File: config.mk
export PLATFORM = sky130hd
export DESIGN_NAME = resp_tx16
export DESIGN_NICKNAME = d
export VERILOG_FILES = /design/src/rtl/resp_tx16.sv
export SDC_FILE = /design/constraint.sdc
export NUM_CORES = 1
export LEC_CHECK = 0
export CELL_PAD_IN_SITES_DETAIL_PLACEMENT = 1
export CELL_PAD_IN_SITES_GLOBAL_PLACEMENT = 1
export CORE_MARGIN = 4
export CORE_UTILIZATION = 44
export DETAILED_ROUTE_END_ITERATION = 8
export GPL_TIMING_DRIVEN = 0
export PLACE_DENSITY = 0.85
export SLEW_MARGIN = 25
export SYNTH_ARGS = -nofsm -noshare
export SYNTH_HDL_FRONTEND = slang
export SYNTH_SLANG_ARGS = --single-unit
File: constraint.sdc
create_clock -name clk -period 2.6 [get_ports clk]
set_input_delay 0.39 -clock clk [delete_from_list [all_inputs] [get_ports clk]]
set_output_delay 0.39 -clock clk [all_outputs]
set_load 0.02 [all_outputs]
File: src/rtl/resp_tx16.sv
// resp_tx16: serialises a 16-bit response word onto a UART line as two
// 8N1 frames, high byte first, with an internal baud generator.
module resp_tx16 #(
  parameter int unsigned BAUD_DIV = 5208
) (
  input  logic        clk,
  input  logic        rst_n,
  input  logic        snd_resp,
  input  logic [15:0] resp,
  output logic        TX,
  output logic        busy,
  output logic        resp_snt
);

  localparam int unsigned WORD_W  = 16;
  localparam int unsigned BYTE_W  = 8;
  localparam int unsigned FRAME_W = BYTE_W + 2;
  localparam int unsigned BAUD_W  = 16;
  localparam int unsigned BIT_W   = 4;
  localparam logic [BAUD_W-1:0] BAUD_LAST = BAUD_W'(BAUD_DIV - 1);
  localparam logic [BIT_W-1:0]  BIT_LAST  = BIT_W'(FRAME_W - 1);

  typedef enum logic [1:0] {IDLE, SEND_HI, SEND_LO} state_e;

  state_e             state_q;
  logic [WORD_W-1:0]  hold_q;
  logic [FRAME_W-1:0] shift_q;
  logic [BAUD_W-1:0]  baud_q;
  logic [BIT_W-1:0]   bit_q;
  logic               done_q;
  logic               tx_q;
  logic               busy_q;
  logic               snt_q;
  logic               bit_end_c;
  logic               frame_end_c;

  assign bit_end_c   = (baud_q == BAUD_LAST);
  assign frame_end_c = bit_end_c && (bit_q == BIT_LAST);

  // Stop bit in the MSB, start bit in the LSB; the shifter drains LSB first.
  function automatic logic [FRAME_W-1:0] frame(input logic [BYTE_W-1:0] b);
    return {1'b1, b, 1'b0};
  endfunction

  always_ff @(posedge clk) begin
    if (!rst_n) begin
      state_q <= IDLE;
      hold_q  <= '0;
      shift_q <= '1;
      baud_q  <= '0;
      bit_q   <= '0;
      done_q  <= 1'b0;
      tx_q    <= 1'b1;
      busy_q  <= 1'b0;
      snt_q   <= 1'b0;
    end else begin
      // Output stage: one register behind the sequencer, so nothing from the inputs reaches TX directly.
      tx_q   <= (state_q == IDLE) ? 1'b1 : shift_q[0];
      busy_q <= (state_q != IDLE);
      snt_q  <= done_q;

      case (state_q)
        IDLE: begin
          if (snd_resp && !busy_q) begin
            hold_q  <= resp;
            shift_q <= frame(resp[15:8]);
            baud_q  <= '0;
            bit_q   <= '0;
            done_q  <= 1'b0;
            state_q <= SEND_HI;
          end
        end
        SEND_HI, SEND_LO: begin
          if (bit_end_c) begin
            baud_q <= '0;
            if (frame_end_c) begin
              bit_q <= '0;
              if (state_q == SEND_HI) begin
                shift_q <= frame(hold_q[7:0]);
                // Rotate so hold_q[15:8] always names the byte now on the wire.
                hold_q  <= {hold_q[7:0], hold_q[15:8]};
                state_q <= SEND_LO;
              end else begin
                shift_q <= '1;
                done_q  <= 1'b1;
                state_q <= IDLE;
              end
            end else begin
              bit_q   <= bit_q + BIT_W'(1);
              shift_q <= {1'b1, shift_q[FRAME_W-1:1]};
            end
          end else begin
            baud_q <= baud_q + BAUD_W'(1);
          end
        end
        default: state_q <= IDLE;
      endcase
    end
  end

  assign TX       = tx_q;
  assign busy     = busy_q;
  assign resp_snt = snt_q;

endmodule

==> results of run 1 <==
[power by group]
group / internal, mW / switching (mW)
Sequential: 0.993 / 0.129
Combinational: 0.472 / 0.782
Clock: 0.180 / 0.256
[tightest hold or removal path, cell delays in order, from the launching register on]
cell,delay [ps]
dfxtp_1,320
nand2_1,50
mux2i_1,50
[placed cells by master (no fill, tap or decap), types with 2 or more instances in the layout]
cell type and count:
dfxtp_1 51, nor2_1 39, nand2_1 27, clkdlybuf4s50_1 21, mux2i_1 19, o21ai_0 17
a211oi_1 16, clkbuf_1 10, inv_1 9, nor2b_1 9, o32a_1 9, nand3_1 8
xnor2_1 7, buf_2 6, ha_1 6, clkbuf_8 5, xor2_1 4, nand3b_1 4
or3_1 3, nor4_1 3, a31oi_1 3, nor4b_4 2, and3b_1 2, and2_1 2
and4_1 2, nand4_1 2, nor3b_1 2, nor3_1 2, and3_1 2, o31ai_1 2
[sequential cells by signal, indices dropped and copies added (netlist names)]
register / flops
resp_snt: 1
state_q: 2
bit_q: 4
TX: 1
hold_q: 16
shift_q: 9
done_q: 1
busy: 1
baud_q: 16
[final cells by class]
cell class              count  area [um2]  share of cell area, %
plain buffers              16        68.8                   2.34
clock buffers               6        72.6                   2.47
inverters                   9        33.8                   1.15
multi-input cells         213        1440                   49.0
flip-flops and latches     51        1020                   34.8
well taps                  72        90.1                   3.07
repair buffers             21         210                   7.16
[through the flow]
stage	TNS (ps)	instance area (um2)	hold WS, ps	setup slack (ps)	util [%]
3_3_place_gp	-920	2860	447	-142	51.2
3_5_place_dp	-863	2860	445	-137	51.2
4_1_cts	0	2930	467	108	52.6
5_1_grt	0	2940	498	24.1	52.7
2_1_floorplan	0	2550	415	630	-
6_report	0	2940	465	147	52.7
[cells in the mapped netlist, drive strengths merged, types with 2 or more instances]
| library cell | n | area [um2] |
|---|---|---|
| o31ai | 2 | 15.0 |
| buf | 7 | 32.5 |
| or3 | 3 | 18.8 |
| xnor2 | 7 | 61.3 |
| xor2 | 4 | 35.0 |
| and3 | 2 | 12.5 |
| nor3b | 3 | 27.5 |
| dfxtp | 51 | 1020 |
| and3b | 2 | 17.5 |
| nand2 | 27 | 101 |
| clkbuf | 9 | 33.8 |
| nor2 | 39 | 146 |
| nand4 | 3 | 33.8 |
| a211oi | 16 | 120 |
| nand3 | 8 | 40.0 |
| mux2i | 19 | 190 |
| and4 | 2 | 17.5 |
| nor4b | 3 | 56.3 |
| and2 | 2 | 12.5 |
| ha | 6 | 75.1 |
| o21ai | 18 | 90.1 |
| inv | 9 | 33.8 |
| nor2b | 9 | 56.3 |
| nor4 | 3 | 18.8 |
| or2 | 2 | 12.5 |
| nor3 | 3 | 15.0 |
| a31oi | 3 | 18.8 |
| o32a | 9 | 90.1 |
| nand3b | 4 | 30.0 |
[worst min-delay path by stage]
stage               slack, ps          to  startpoint
global placement          450  state_q[1]  state_q[1]
detailed placement        450          TX  shift_q[0]
global route              500          TX  shift_q[0]
finish                    460  state_q[1]  state_q[1]
floorplan                 420          TX  shift_q[0]
CTS                       470          TX  shift_q[0]
[cells by family after synthesis]
logic type | Yosys count | share of synthesized area [%]
AOI/OAI and AO/OA | 59 | 16.9
adders and majority gates | 6 | 2.94
and+or+nand+nor | 118 | 25.1
buffers and inverters | 25 | 3.92
muxes | 19 | 7.44
xor gates and xnor gates | 11 | 3.77
DFF | 51 | 40.0
[routing by layer]
layer / vias up / GRT usage [%]
li1: 1089 / -
met1: 1094 / 26.7
met2: 36 / 34.7
met3: 10 / 4.22
met4: 0 / 5.99
met5: - / 0
[timing repair]
action	4_1_cts	5_1_grt
endpoints found under the setup margin	7	9
gates resized for setup	2	1
hold endpoints to repair	0	0
cloned	0	0
==> metrics.yaml, run 1 <==
timing:
  setup_violations: 0
  period_minus_slack_ps: 2450
  max_slew_margin_pct: 61.9
  timing.final.crit_share_pct: 94.3
  finClkSkew_ps: 13.1
  rsz0062_at_grt: "no"
  hold_viol: 0
  clock.fmax_mhz: 408
  worst_pin_slew_ps: 568
  drv_slew: 0
route:
  ant_nets: 0
  top_layer_used: "met4"
  dr.pass1.iters: 4
  wl_met1_um: 3110
  wl_met2_um: 3340
  dr_wl_met3_um: 249
  wirelength_um: 6790
  drc: 0
  viasPerCell: 5.74
  drtIter0Drc: 71
  routedWlPerCell_um: 17.5
  via_count: 2229
setup_path:
  end_kind: "flip-flop"
  endpoint: "baud_q[3]"
  critPathMaxFanout: 10
  startpoint: "state_q[0]"
  regToRegSetupSlack_ps: 150
  critical_path_class: "flip-flop to flip-flop"
  arrival_ps: 2640
  cp_slowest_stage_delay_ps: 450
  r2r-start: "state_q[0]"
  path_cells: "inv_1, ha_1, and3b_1, nor2_1, clkbuf_1, buf_2, nor2_1, xnor2_1, nor2_1"
  crit_required_ps: 2790
  rr_worst_depth: 9
  slowest_stage: "clkbuf_1"
  cp.depth: 9
  crit_family: "buffers and inverters"
  path_buf_inv: 3
  cp_common_cell: "nor2_1"
  cp-start-kind: "flip-flop"
  r2r-end: "baud_q[3]"
placed_design:
  numPortBuffers: 21
  dp_hpwl_um: 4830
  dp_cells: 382
  gp_congestion: 0.789
clock_tree:
  clock_path_buffers: 2
  cts_buffers: 5
  clk_latency_ps: 310
  root_buffer: "clkbuf_8"
  cts.sinks: 51
  postCtsHoldBufs: 0
  cts_tree: "built"
  clk_pin_slew_worst_paths_ps: 100
  cts_htree_levels: 2
  cts_setup_buffers: 0
floorplanning:
  initial_core_util_pct: 45.8
  io_pins: 22
  die_w_um: 84.2
  placeableCoreArea_um2: 5570
  die_h_um: 84.2
  die-area_um2: 7090
  rows: 27
yosys:
  synth_edf_count: 0
  synthArstFlopShare_pct: 0
  synth_fp_nets: 314
  seq_area_frac_synth_pct: 40.0
  synth_warnings: 0
  ys_dominant_reg_cell: "dfxtp_1"
  synth.distinct_cells: 49
  synthCells: 289
  syn_avg_cell_area_um2: 8.84
  syn-cell-area_um2: 2550
  synth_seq_cells: 51
global_routing:
  antenna_found_initial: 0
  grt_pass1_wl_um: 11700
  grt_use_total_pct: 20.6
  grt_pass1_vias: 2399
  grt_overflow: 0
  grt_max_degree: 14
cells_and_area:
  stdcell_count: 388
  fillers: 680
  layout.nets: 342
  antennaDiodeCount: 0
  area_growth_pct: 14.9
  drive_above_1_share_pct: 6.33
flow_run:
  maxCapViolCount: 0
power_and_ir_drop:
  power.leakage_nw: 1.08
  power_density_nw_per_um2: 958
  p_total_mw: 2.81
  peakVddDrop_mv: 0.548
run_status:
  status: "complete, no violations"
hold_path:
  min_path_cells: 2
  min_path_type: "flip-flop to flip-flop"
Power figures use the tool's default switching activity.
==> run 2, diff against run 1 <==
- CORE_UTILIZATION: 44 -> 45
- DONT_BUFFER_PORTS: not set -> 1
- PLACE_DENSITY: 0.85 -> 0.8
==> metrics.yaml, run 2 (synthesis gave the netlist of run 1 again) <==
run_status:
  status: "complete, no violations"
route:
  viasPerCell: 5.78  # +0.53%
  ant_nets: 0  # unchanged
  via_count: 2131  # -4.4%
  routedWlPerCell_um: 17.7  # +1.1%
  drtIter0Drc: 116  # +63%
  drc: 0  # unchanged
  wirelength_um: 6530  # -3.8%
  dr.pass1.iters: 4  # unchanged
global_routing:
  grt_overflow: 0  # unchanged
  grt_pass1_vias: 2286  # -4.7%
  antenna_found_initial: 0  # unchanged
  grt_max_degree: 16  # +2
  grt_pass1_wl_um: 11100  # -5.2%
  grt_use_total_pct: 19.8  # -0.85 points
cells_and_area:
  reg.largest.list: "baud_q (16), hold_q (16), shift_q (9)"
  area_growth_pct: 8.52
  fin_area_um2: 2770  # -5.5%
  antennaDiodeCount: 0  # unchanged
  stdcell_count: 369  # -4.9%
  layout.nets: 321  # -6.1%
  final_util_pct: 50.4  # -2.3 points
  final_cell_mix: "51 x dfxtp_1, 39 x nor2_1, 27 x nand2_1"
  drive_above_1_share_pct: 7.74  # +1.4 points
  layout_commonest_cell: "dfxtp_1"
  fillers: 665  # -2.2%
floorplanning:
  io_pins: 22  # unchanged
  die-area_um2: 6950  # -2.0%
  die_h_um: 83.4  # -1.0%
  rows: 27  # unchanged
  placeableCoreArea_um2: 5510  # -1.2%
  initial_core_util_pct: 46.4  # +0.56 points
  die_w_um: 83.4  # -1.0%
clock_tree:
  cts_tree: "built"
  cts_buffers: 5  # unchanged
  root_buffer: "clkbuf_8"
  postCtsHoldBufs: 0  # unchanged
  cts.sinks: 51  # unchanged
  cts_setup_buffers: 0  # unchanged
  clk_latency_ps: 310  # about the same
  clock_path_buffers: 2  # unchanged
  clk_pin_slew_worst_paths_ps: 90  # about the same
  cts_htree_levels: 2  # unchanged
timing:
  tns_ps: 0  # unchanged
  max_slew_margin_pct: 49.9  # -12 points
  timing.final.crit_share_pct: 92.9  # -1.4 points
  worst_pin_slew_ps: 752  # +184 ps
  holdWs_ps: 307  # -158 ps
  hold_viol: 0  # unchanged
  clock.fmax_mhz: 414  # +1.5%
  setup_violations: 0  # unchanged
  rsz0062_at_grt: "no"
  fin_ws_ps: 184  # +36.6 ps
  period_minus_slack_ps: 2420  # -36.6 ps
  drv_slew: 0  # unchanged
  finClkSkew_ps: 3.06  # -10.1 ps
power_and_ir_drop:
  p_total_mw: 2.91  # +3.3%
  peakVddDrop_mv: 0.481  # -12%
  power.leakage_nw: 1.02  # -5.4%
  power_density_nw_per_um2: 1050  # +9.4%
placed_design:
  pre_cts_ws_ps: -28.5  # +109 ps
  dp_cells: 361  # -5.5%
  dp_hpwl_um: 4750  # -1.5%
  gp_congestion: 0.807  # +2.2%
  numPortBuffers: 0  # -100%
  post_dp_cell_area_um2: 2650  # -7.4%
setup_path:
  end_kind: "flip-flop"
  critical_path_class: "flip-flop to flip-flop"
  arrival_ps: 2650  # about the same
  cp-start-kind: "flip-flop"
  crit_required_ps: 2830  # +40 ps
  critPathMaxFanout: 10  # unchanged
flow_run:
  maxCapViolCount: 0  # unchanged
hold_path:
  min_path_type: "input pin to flip-flop"
## run 2: cell types whose count changed in the layout (fill, tap and decap cells not counted), sizes merged
| cell | delta |
|---|---|
| clkdlybuf4s50 | -21 |
| bufinv | +1 |
| clkinv | +1 |
## run 2: area by class of cell
class | instances | area, um2 | share of cell area, %
plain buffers | 16 | 67.6 | 2.44
flip-flops and latches | 51 | 1020 | 36.8
clock inverters | 2 | 35.0 | 1.26
inverters | 9 | 33.8 | 1.22
clock buffers | 6 | 82.6 | 2.98
well taps | 72 | 90.1 | 3.25
multi-input cells | 213 | 1440 | 52.0
## run 2: repair_timing
| item | in CTS | in global routing |
|---|---|---|
| pin swaps | 0 | 0 |
| setup endpoints to repair | 7 | 6 |
| gates resized for setup | 1 | 2 |
## run 2: critical path, stage by stage (launching register included)
cell and delay (ps):
dfxtp_1 370, inv_1 70, ha_1 340, clkbuf_1 440
buf_1 630, mux2i_1 200, a211oi_1 270
## run 2: final timing paths
path	start	end	slack, ps	depth (start not counted)
max reg2reg	state_q[0]	hold_q[7]	180	6
min	resp[5]	hold_q[5]	310	2
min reg2reg	shift_q[0]	TX	460	1
max	state_q[0]	hold_q[7]	180	6
## run 2: per-layer routing
| metal | routed length, um | up-vias | GRT usage, % |
|---|---|---|---|
| met4 | 98 | 0 | 5.94 |
| met2 | 3210 | 24 | 33.0 |
| li1 | - | 1044 | - |
| met1 | 3050 | 1055 | 25.7 |
| met5 | 0 | - | 0 |
| met3 | 173 | 8 | 3.97 |
## run 2: power by group
part	total, mW	internal (mW)	switching [mW]
combinational	1.18	0.431	0.747
sequential	1.14	0.993	0.143
clock	0.592	0.312	0.280
total	2.91	1.74	1.17
